## src/rtl/uart_pkg.sv

```systemverilog
// ============================================================================
// Module      : uart_pkg
// Description : Shared UART definitions: receiver state encodings, 3-sample
//               majority vote and the tick-divider formula.
// Revision    : 1.0 - initial release
// ============================================================================
`default_nettype none

package uart_pkg;

    localparam logic [2:0] c_st_idle    = 3'd0;
    localparam logic [2:0] c_st_start   = 3'd1;
    localparam logic [2:0] c_st_data    = 3'd2;
    localparam logic [2:0] c_st_par     = 3'd3;
    localparam logic [2:0] c_st_stop    = 3'd4;
    localparam logic [2:0] c_st_deliver = 3'd5;
    localparam logic [2:0] c_st_brk     = 3'd6;

    function automatic logic majority3(input logic [2:0] v);
        return (v[0] & v[1]) | (v[0] & v[2]) | (v[1] & v[2]);
    endfunction

    // Rounded clk cycles per oversample tick, e.g. 16 MHz / (9600 * 16) -> 104.
    function automatic int calc_tick_div(input int clk_hz, input int baud, input int ovs);
        return (clk_hz + (baud * ovs) / 2) / (baud * ovs);
    endfunction

endpackage

`default_nettype wire

```

## src/rtl/uart_tick_gen.sv

```systemverilog
// ============================================================================
// Module      : uart_tick_gen
// Description : Oversample tick divider; one-cycle strobe every TICK_DIV clks,
//               synchronously restartable so the phase follows a start edge.
// Revision    : 1.0 - initial release
// ============================================================================
`default_nettype none

module uart_tick_gen #(
    parameter int TICK_DIV = 104
) (
    input  logic clk,
    input  logic rst,
    input  logic i_restart,
    output logic o_tick
);

    localparam int c_cnt_w = (TICK_DIV > 1) ? $clog2(TICK_DIV) : 1;
    localparam logic [c_cnt_w-1:0] c_last = c_cnt_w'(TICK_DIV - 1);

    logic [c_cnt_w-1:0] r_cnt;

    always_ff @(posedge clk or negedge rst) begin
        if (!rst) begin
            r_cnt <= '0;
        end else if (i_restart || (r_cnt == c_last)) begin
            r_cnt <= '0;
        end else begin
            r_cnt <= r_cnt + 1'b1;
        end
    end

    assign o_tick = (r_cnt == c_last) && !i_restart;

endmodule

`default_nettype wire

```

## src/rtl/uart_rx_ovs.sv

```systemverilog
// ============================================================================
// Module      : uart_rx_ovs
// Description : Oversampling UART receiver with majority-vote sampling, false
//               start rejection, framing/parity/overrun reporting and a
//               valid/ready output. Parity stage built only with the
//               UART_RX_PARITY_EN macro.
// Revision    : 1.0 - initial release
// ============================================================================
`default_nettype none

module uart_rx_ovs #(
    parameter int DATA_WIDTH = 8,
    parameter int OVS        = 16,
    parameter int TICK_DIV   = 104,
    parameter int STOP_BITS  = 1,
    parameter int PARITY_ODD = 0
) (
    input  logic                  clk,
    input  logic                  rst,
    input  logic                  rx,
    output logic [DATA_WIDTH-1:0] rx_data,
    output logic                  rx_valid,
    input  logic                  rx_ready,
    output logic                  frame_err,
    output logic                  parity_err,
    output logic                  overrun,
    output logic                  busy
);

    import uart_pkg::*;

    localparam int c_smp_w = $clog2(OVS);
    localparam int c_bit_w = $clog2(DATA_WIDTH + 2);

    localparam logic [c_smp_w-1:0] c_smp_lo   = c_smp_w'(OVS / 2 - 1);
    localparam logic [c_smp_w-1:0] c_smp_mid  = c_smp_w'(OVS / 2);
    localparam logic [c_smp_w-1:0] c_smp_hi   = c_smp_w'(OVS / 2 + 1);
    localparam logic [c_smp_w-1:0] c_smp_last = c_smp_w'(OVS - 1);
    localparam logic [c_bit_w-1:0] c_data_last = c_bit_w'(DATA_WIDTH - 1);
    localparam logic [c_bit_w-1:0] c_stop_last = c_bit_w'(STOP_BITS - 1);

    logic                  r_rx_meta;
    logic                  r_rx_sync;
    logic                  r_rx_prev;
    logic [1:0]            r_flush;
    logic                  r_armed;
    logic [2:0]            r_state;
    logic [c_smp_w-1:0]    r_smp_cnt;
    logic [c_bit_w-1:0]    r_bit_cnt;
    logic [1:0]            r_vote;
    logic [DATA_WIDTH-1:0] r_shift;
    logic                  r_frame_err_nxt;
    logic [DATA_WIDTH-1:0] r_rx_data;
    logic                  r_rx_valid;
    logic                  r_frame_err;
    logic                  r_parity_err;
    logic                  r_overrun;

    logic w_tick;
    logic w_edge;
    logic w_restart;
    logic w_vote;
    logic w_centre;

`ifdef UART_RX_PARITY_EN
    localparam logic c_parity_odd = 1'(PARITY_ODD);
    logic r_parity_err_nxt;
`else
    logic w_unused_parity_odd;
    assign w_unused_parity_odd = 1'(PARITY_ODD);
`endif

    // The synchroniser resets to 1, so a line already low at release would
    // look like a falling edge; edges are ignored until a real high is seen.
    always_ff @(posedge clk or negedge rst) begin
        if (!rst) begin
            r_rx_meta <= 1'b1;
            r_rx_sync <= 1'b1;
            r_rx_prev <= 1'b1;
            r_flush   <= 2'b00;
            r_armed   <= 1'b0;
        end else begin
            r_rx_meta <= rx;
            r_rx_sync <= r_rx_meta;
            r_rx_prev <= r_rx_sync;
            r_flush   <= {r_flush[0], 1'b1};
            if (r_flush[1] && r_rx_sync) begin
                r_armed <= 1'b1;
            end
        end
    end

    assign w_edge    = r_armed && r_rx_prev && !r_rx_sync;
    assign w_restart = (r_state == c_st_idle) && w_edge;
    assign w_vote    = majority3({r_vote, r_rx_sync});
    assign w_centre  = w_tick && (r_smp_cnt == c_smp_hi);

    uart_tick_gen #(
        .TICK_DIV (TICK_DIV)
    ) u_tick_gen (
        .clk       (clk),
        .rst       (rst),
        .i_restart (w_restart),
        .o_tick    (w_tick)
    );

    always_ff @(posedge clk or negedge rst) begin
        if (!rst) begin
            r_smp_cnt <= '0;
            r_vote    <= 2'b11;
        end else if (w_restart) begin
            r_smp_cnt <= '0;
        end else if (w_tick) begin
            r_smp_cnt <= (r_smp_cnt == c_smp_last) ? '0 : r_smp_cnt + 1'b1;
            if (r_smp_cnt == c_smp_lo) begin
                r_vote[0] <= r_rx_sync;
            end
            if (r_smp_cnt == c_smp_mid) begin
                r_vote[1] <= r_rx_sync;
            end
        end
    end

    always_ff @(posedge clk or negedge rst) begin
        if (!rst) begin
            r_state         <= c_st_idle;
            r_bit_cnt       <= '0;
            r_shift         <= '0;
            r_frame_err_nxt <= 1'b0;
`ifdef UART_RX_PARITY_EN
            r_parity_err_nxt <= 1'b0;
`endif
        end else begin
            case (r_state)
                c_st_idle: begin
                    if (w_edge) begin
                        r_state         <= c_st_start;
                        r_frame_err_nxt <= 1'b0;
`ifdef UART_RX_PARITY_EN
                        r_parity_err_nxt <= 1'b0;
`endif
                    end
                end
                c_st_start: begin
                    if (w_centre) begin
                        r_bit_cnt <= '0;
                        r_state   <= w_vote ? c_st_idle : c_st_data;
                    end
                end
                c_st_data: begin
                    if (w_centre) begin
                        r_shift <= {w_vote, r_shift[DATA_WIDTH-1:1]};
                        if (r_bit_cnt == c_data_last) begin
                            r_bit_cnt <= '0;
`ifdef UART_RX_PARITY_EN
                            r_state   <= c_st_par;
`else
                            r_state   <= c_st_stop;
`endif
                        end else begin
                            r_bit_cnt <= r_bit_cnt + 1'b1;
                        end
                    end
                end
`ifdef UART_RX_PARITY_EN
                c_st_par: begin
                    if (w_centre) begin
                        r_parity_err_nxt <= (^r_shift) ^ w_vote ^ c_parity_odd;
                        r_state          <= c_st_stop;
                    end
                end
`endif
                c_st_stop: begin
                    if (w_centre) begin
                        if (!w_vote) begin
                            r_frame_err_nxt <= 1'b1;
                        end
                        if (r_bit_cnt == c_stop_last) begin
                            r_state <= c_st_deliver;
                        end else begin
                            r_bit_cnt <= r_bit_cnt + 1'b1;
                        end
                    end
                end
                c_st_deliver: begin
                    r_state <= r_frame_err_nxt ? c_st_brk : c_st_idle;
                end
                c_st_brk: begin
                    if (r_rx_sync) begin
                        r_state <= c_st_idle;
                    end
                end
                default: begin
                    r_state <= c_st_idle;
                end
            endcase
        end
    end

    // A pending word is never overwritten; the new one is dropped instead.
    always_ff @(posedge clk or negedge rst) begin
        if (!rst) begin
            r_rx_data    <= '0;
            r_rx_valid   <= 1'b0;
            r_frame_err  <= 1'b0;
            r_parity_err <= 1'b0;
            r_overrun    <= 1'b0;
        end else begin
            r_overrun <= 1'b0;
            if (r_state == c_st_deliver) begin
                if (!r_rx_valid || rx_ready) begin
                    r_rx_data   <= r_shift;
                    r_frame_err <= r_frame_err_nxt;
`ifdef UART_RX_PARITY_EN
                    r_parity_err <= r_parity_err_nxt;
`else
                    r_parity_err <= 1'b0;
`endif
                    r_rx_valid  <= 1'b1;
                end else begin
                    r_overrun <= 1'b1;
                end
            end else if (r_rx_valid && rx_ready) begin
                r_rx_valid <= 1'b0;
            end
        end
    end

    assign rx_data    = r_rx_data;
    assign rx_valid   = r_rx_valid;
    assign frame_err  = r_frame_err;
    assign parity_err = r_parity_err;
    assign overrun    = r_overrun;
    assign busy       = (r_state != c_st_idle);

endmodule

`default_nettype wire

```

## config.mk

```make
export PLATFORM = sky130hd
export DESIGN_NAME = uart_rx_ovs
export DESIGN_NICKNAME = d
export VERILOG_FILES = /design/src/rtl/uart_pkg.sv /design/src/rtl/uart_tick_gen.sv /design/src/rtl/uart_rx_ovs.sv
export SDC_FILE = /design/constraint.sdc
export NUM_CORES = 1
export LEC_CHECK = 0
export ABC_AREA = 1
export BUFFER_PORTS_ARGS = -buffer_cell sky130_fd_sc_hd__buf_2
export CELL_PAD_IN_SITES_DETAIL_PLACEMENT = 0
export CELL_PAD_IN_SITES_GLOBAL_PLACEMENT = 1
export CORE_MARGIN = 1.5
export CORE_UTILIZATION = 41
export CTS_CLUSTER_SIZE = 8
export DETAILED_ROUTE_END_ITERATION = 10
export PLACE_DENSITY = 0.75
export SYNTH_ARGS = -nofsm -noshare
export SYNTH_HDL_FRONTEND = slang
export SYNTH_HIERARCHICAL = 1
export SYNTH_SLANG_ARGS = --single-unit
```

## constraint.sdc

```tcl
create_clock -name clk -period 1.6 [get_ports clk]
set_input_delay 0 -clock clk [delete_from_list [all_inputs] [get_ports clk]]
set_output_delay 0 -clock clk [all_outputs]
set_load 0.01 [all_outputs]
```

# Word-level counts from Yosys, hierarchy flattened
# Index checks and enable logic that the tools add are counted.
# W data, S select, Z words.
# totals
output_inout_bits,13
in_bits,4
word_cells,103
reg_bits,46
# op_classes
n_bitwise,6
n_eq_ne,21
mux,29
reduce_logical,27
addsub,3
# op_table
cell,count
$mux W4,8
$mux W3,8
$ne A2 B2 Y1 const B,9
$pmux W3 S6,1
$eq A4 B4 Y1 const B,3
$pmux W4 S3,1
$eq A3 B3 Y1 const B,3
$add A4 B1 Y4 const B,2
$eq A4 B3 Y1 const B,2
$mux W1,8
$add A7 B1 Y7 const B,1
$eq A7 B7 Y1 const B,1
$logic_and A1 B1 Y1,7
$mux W7,1
$reduce_and A7 Y1,1
$reduce_and A2 Y1,3
$reduce_and A3 Y1,2
$reduce_bool A2 Y1,3
$reduce_bool A3 Y1,2
$reduce_and A5 Y1,1
$logic_not A4 Y1,1
$reduce_and A4 Y1,1
$and A1 B1 Y1,3
$eq A3 B1 Y1 const B,1
9 further kinds,13

# Logic depth before layout (Yosys ltp)
# depth
word_depth,8
ltp_mapped,12
depth_no_buf,12

# Hierarchy
# The synthesis kept the hierarchy.
# modules_own_cells
module,seq_area_each_um2,instances,area_each_um2,cells_each
uart_rx_ovs,982.2,1,1909.3,205
uart_tick_gen,175.2,1,354.1,45

# Least setup slack after synthesis
# No wires, ideal clock.
# synth_timing
path_kind,register -> register
startpoint,reg u_tick_gen.r_cnt[0]
endpoint,reg r_shift[7]
stages_incl_launch_ff,12
setup_ns,0.130
path_slack_ns,-0.071
synth_period_minus_slack_ns,1.671
t_arrival_ns,1.541
path_buffers,1
required_time_ns,1.470
path_cell_list,dfrtp_1 ha_1 nand2_1 nor2_1 nand2_1 nor2_1 nand3_2 inv_1 nand2_2 buf_6 nand2_2 o21ai_2
# synth_via
elab_chain_cells,4
# synth_lines
item,line_no,source
from (decl),uart_tick_gen.sv:21,logic [c_cnt_w-1:0] r_cnt;
from (signal assigned),uart_tick_gen.sv:29,r_cnt <= r_cnt + 1'b1;
$eq A7 B7 Y1,uart_tick_gen.sv:33,assign o_tick = (r_cnt == c_last) && !i_restart;
$logic_and A1 B1 Y1,uart_tick_gen.sv:33,
net w_tick,uart_rx_ovs.sv:59,logic w_tick;
$logic_and A1 B1 Y1,uart_rx_ovs.sv:96,assign w_centre = w_tick && (r_smp_cnt == c_smp_hi);
$reduce_and A2 Y1 (no source line),n/a,
to (signal assigned),uart_rx_ovs.sv:152,"r_shift <= {w_vote, r_shift[DATA_WIDTH-1:1]};"
to (decl),uart_rx_ovs.sv:51,logic [DATA_WIDTH-1:0] r_shift;
# The timed path passes the listed nets, and every way through them passes these cells.
# A chain may end at the register's enable or synchronous reset.

# Worst setup path after layout
# layout_timing
startpoint,reg r_rx_prev
endpoint,reg r_smp_cnt[2]
# layout_via
elab_chain_cells,6
elab_cells_between_ends,7
cone_classes,mux: 1; reduce/logical: 6
# layout_lines
item,line_no,source
from (decl),uart_rx_ovs.sv:44,logic r_rx_prev;
from (signal assigned),uart_rx_ovs.sv:85,r_rx_prev <= r_rx_sync;
$logic_and A1 B1 Y1 (2 in series),uart_rx_ovs.sv:93,assign w_edge = r_armed && r_rx_prev && !r_rx_sync;
$logic_and A1 B1 Y1,uart_rx_ovs.sv:94,assign w_restart = (r_state == c_st_idle) && w_edge;
net w_restart,uart_rx_ovs.sv:61,logic w_restart;
$logic_not A1 Y1,uart_tick_gen.sv:33,
$logic_and A1 B1 Y1,uart_tick_gen.sv:33,
net w_tick,uart_rx_ovs.sv:59,
$reduce_bool A2 Y1 (no source line),n/a,
to (signal assigned),uart_rx_ovs.sv:114,r_smp_cnt <= (r_smp_cnt == c_smp_last) ? '0 : r_smp_cnt + 1'b1;
to (decl),uart_rx_ovs.sv:48,logic [c_smp_w-1:0] r_smp_cnt;
# The timed path passes the listed nets, and every way through them passes these cells.

==> results_tabular.tex <==
\begin{tabular}{lr}
\hline
Metric & Value \\
\hline
\multicolumn{2}{l}{\textbf{STA}} \\
\quad Period utilization & 99.5\% \\
\quad Setup TNS & 0 ns \\
\quad Unrepaired setup endpoints after global routing & true \\
\quad Max-slew violations & 0 \\
\quad Final Critical Period & 1.59 ns \\
\quad Setup WS post-layout & 0.00728 ns \\
\quad Count of final hold-check violations & 0 \\
\quad Max Fclk & 628 MHz \\
\quad Setup Skew & 0.0110 ns \\
\quad Setup-failing EPs final & 0 \\
\multicolumn{2}{l}{\textbf{Final layout}} \\
\quad Antenna diodes & 0 \\
\quad Fraction of layout cells with a size suffix above 1 & 32.9\% \\
\quad Most common cell after layout, fill and taps aside & sky130\_fd\_sc\_hd\_\_nand2\_1 \\
\quad Final core utilization & 52.1\% \\
\quad Relative area change from synthesis to final layout & 19.9\% \\
\quad Number of nets in the finished design & 304 \\
\quad Commonest cells after routing, fill and taps aside & sky130\_fd\_sc\_hd\_\_nand2\_1 (59), sky130\_fd\_sc\_hd\_\_dfrtp\_1 (41), sky130\_fd\_sc\_hd\_\_inv\_1 (25) \\
\quad Fillers & 511 \\
\multicolumn{2}{l}{\textbf{Global route}} \\
\quad Total track usage & 14.9\% \\
\quad Grt met1 use & 20.5\% \\
\quad Met2 capacity usage during global routing & 22.1\% \\
\quad Largest net degree at the start of global routing & 24 \\
\quad Met3 GRT Util & 3.45\% \\
\quad First-pass GRT wire length & 6990 um \\
\quad Via count of the first global-routing pass & 1,601 \\
\quad Initial antenna violation count & 0 \\
\quad Global route overflow & 0 \\
\quad Global route hottest layer & met2 \\
\multicolumn{2}{l}{\textbf{Synthesis}} \\
\quad Cell type with the highest aggregate area in the netlist & sky130\_fd\_sc\_hd\_\_dfrtp\_1 \\
\quad Sequential-to-total area share from yosys stat & 51.1\% \\
\quad Post-Synthesis Cell Area & 2260 um2 \\
\quad Yosys cell types & 33 \\
\quad Number of flip-flops and latches in the synthesized netlist & 46 \\
\quad Share of the synthesized area in the top cell type & 45.3\% \\
\quad Avg Synthesized Cell Area & 9.05 um2 \\
\quad Post-Synthesis Net Count & 260 \\
\quad Ranking of synthesized cells by area & sky130\_fd\_sc\_hd\_\_dfrtp\_1 (45\%), sky130\_fd\_sc\_hd\_\_nand2\_1 (10\%), sky130\_fd\_sc\_hd\_\_dfstp\_2 (5.8\%), sky130\_fd\_sc\_hd\_\_inv\_1 (4.5\%), sky130\_fd\_sc\_hd\_\_nand2\_2 (3.6\%) \\
\quad Yosys synthesis warning count & 6 \\
\quad Post-synthesis cell count & 250 \\
\multicolumn{2}{l}{\textbf{Detailed routing}} \\
\quad Average routed wire per standard cell & 11.0 um \\
\quad Vias after detailed routing & 1,685 \\
\quad Number of nets with antenna violations after routing & 0 \\
\quad Initial detailed-routing violation count & 69 \\
\quad Drc violations & 0 \\
\quad Average via count per standard cell & 4.62 \\
\quad Wire length reported by the detailed router & 4020 um \\
\quad DR pass1 iterations & 4 \\
\multicolumn{2}{l}{\textbf{Setup path}} \\
\quad Arrival time at the worst endpoint & 1.79 ns \\
\quad Kind of end point of the critical path & flop \\
\quad Max Fanout on Critical Path & 2 \\
\quad Critical Path RT & 1.79 ns \\
\quad Critical Path Source Type & flop \\
\quad Classification of the worst setup path & flop to flop \\
\multicolumn{2}{l}{\textbf{Clock network}} \\
\quad Reg clk slew, reported paths & 0.09 ns \\
\quad Number of levels in the clock H-tree & 2 \\
\quad Cts bufs inserted & 5 \\
\quad Insertion delay to the later sink of the worst-skew pair & 0.30 ns \\
\quad Clock Path Buffers & 2 \\
\quad Clock root cell & sky130\_fd\_sc\_hd\_\_clkbuf\_8 \\
\quad Number of sinks handled by clock tree synthesis & 46 \\
\quad CTS tree & done \\
\multicolumn{2}{l}{\textbf{Run status}} \\
\quad Result of the run & finished, final reports clean \\
\multicolumn{2}{l}{\textbf{Floorplan}} \\
\quad Die Width & 77.3 um \\
\quad Core area & 5200 um2 \\
\quad Vert. Die Dim & 77.3 um \\
\quad Count of pins on the block boundary & 17 \\
\quad Area enclosed by the die boundary & 5980 um2 \\
\quad Count of standard-cell rows & 26 \\
\quad Starting density of the core & 43.5\% \\
\multicolumn{2}{l}{\textbf{Flow run}} \\
\quad Maximum Capacitance Violations & 0 \\
\multicolumn{2}{l}{\textbf{Power}} \\
\quad Power Dens Cells & 1300 nW/um2 \\
\quad Reported leakage power & 0.00132 uW \\
\quad Maximum resistive drop on vdd & 0.483 mV \\
\multicolumn{2}{l}{\textbf{Min path}} \\
\quad Class of the most critical hold timing path & input pin to flop \\
\multicolumn{2}{l}{\textbf{Placed design}} \\
\quad Worst setup timing slack at the placement stage & -0.0352 ns \\
\quad Number of port buffers & 15 \\
\quad Gp weighted congestion & 0.783 \\
\quad HPWL reported at the end of detailed placement & 2900 um \\
\hline
\end{tabular}
-- flip-flops by register name, summed over array words and instances, names as in the netlist --
name,count
r_flush,2
r_shift,8
r_rx_sync,1
rx_valid,1
r_frame_err_nxt,1
r_vote,2
frame_err,1
r_armed,1
r_bit_cnt,4
r_state,3
overrun,1
rx_data,8
u_tick_gen/r_cnt,7
r_rx_meta,1
r_smp_cnt,4
r_rx_prev,1
-- logic make-up after synthesis --
family,Yosys count,synth area share [%]
compound gates,34,9.56
xor+xnor,4,1.55
fa+ha+maj,6,3.32
buf+inv,34,6.80
flops,46,51.1
mux,1,0.663
other cells,2,0.332
simple gates,123,26.6
-- through the flow --
step	hold slack, ns	total power [uW]	instances	cell area [um2]
global route	0.0687	3810	365	2710
finish	0.0522	3530	365	2710
detailed placement	0.0141	2750	347	2520
global placement	0.00865	2740	347	2520
floorplan	-0.296	2340	250	2280
CTS	0.0474	3550	362	2670
-- critical path: stages (launching register included) --
cell	delay (ns)
sky130_fd_sc_hd__dfstp_2	0.52
sky130_fd_sc_hd__nand3_1	0.10
sky130_fd_sc_hd__nor2_2	0.16
sky130_fd_sc_hd__nor2_2	0.07
sky130_fd_sc_hd__buf_4	0.13
sky130_fd_sc_hd__buf_6	0.11
sky130_fd_sc_hd__buf_4	0.12
sky130_fd_sc_hd__nand2_1	0.06
sky130_fd_sc_hd__xor2_1	0.15
sky130_fd_sc_hd__nor2_1	0.05
-- timing repair --
action                                 CTS  global route
endpoints found under the hold margin   47             0
setup endpoints to repair               14            20
hold buffers                             2             0
pin swaps                                3             7
setup buffers                            5             3
gates resized for setup                  1             8
-- cell usage after synthesis --
cell                       count
sky130_fd_sc_hd__dfrtp_1      41
sky130_fd_sc_hd__o21bai_1      1
sky130_fd_sc_hd__a21boi_0      1
sky130_fd_sc_hd__conb_1        2
sky130_fd_sc_hd__dfstp_2       5
sky130_fd_sc_hd__nor3_1        1
sky130_fd_sc_hd__xor2_1        3
sky130_fd_sc_hd__nand2_2      13
sky130_fd_sc_hd__nor2_1       16
sky130_fd_sc_hd__nand3_2       4
sky130_fd_sc_hd__inv_4         1
sky130_fd_sc_hd__inv_2         1
sky130_fd_sc_hd__a21o_1        1
sky130_fd_sc_hd__o21ai_0       5
sky130_fd_sc_hd__o21ai_2       8
sky130_fd_sc_hd__ha_1          6
sky130_fd_sc_hd__buf_4         1
sky130_fd_sc_hd__o21ai_1      12
sky130_fd_sc_hd__nand3_1      16
sky130_fd_sc_hd__o211ai_1      1
sky130_fd_sc_hd__xnor2_1       1
sky130_fd_sc_hd__nand4_1       2
sky130_fd_sc_hd__a21oi_1       4
sky130_fd_sc_hd__buf_6         2
sky130_fd_sc_hd__clkinv_1      1
sky130_fd_sc_hd__mux2_4        1
sky130_fd_sc_hd__nor2_4        5
sky130_fd_sc_hd__nor2_2        2
sky130_fd_sc_hd__nand2_4       2
sky130_fd_sc_hd__o21bai_2      1
sky130_fd_sc_hd__nand2_1      62
sky130_fd_sc_hd__inv_6         1
sky130_fd_sc_hd__inv_1        27
-- path summary, 6_finish.rpt --
path	from	end	slack [ns]	depth (start not counted)
min in group asynchronous	rst	u_tick_gen/r_cnt[4]$_DFF_PN0_	0.21	3
worst min register to register	r_rx_meta$_DFF_PN1_	r_rx_sync$_DFF_PN1_	0.36	0
worst max register to register	r_rx_prev$_DFF_PN1_	r_smp_cnt[2]$_DFFE_PN0P_	0.007	9
worst max-delay path	r_rx_prev$_DFF_PN1_	r_smp_cnt[2]$_DFFE_PN0P_	0.007	9
worst min-delay path	rx_ready	overrun$_DFF_PN0_	0.05	4
max in group asynchronous	rst	r_rx_meta$_DFF_PN1_	1.09	3
-- per-layer routing --
layer	part of all wire, %	wire length [um]
met3	4.1	165
met4	0.85	34
met2	44	1760
met5	0	0
met1	51	2060
-- cell type report --
cell class	instances	area, um2	share of cell area (%)
clock buffer	5	68.8	2.54
clock inverter	3	18.8	0.692
inverter	31	126	4.66
multi-input combinational	170	983	36.2
sequential	46	1160	42.6
tap	70	87.6	3.23
timing repair buffer	40	272	10.0
-- where the power goes --
part	switching [uW]	internal [uW]	total [uW]
combinational	812	569	1380
sequential	128	1310	1430
clock	405	308	713
total	1350	2180	3530
No activity file was read; power rests on OpenSTA's default activity.
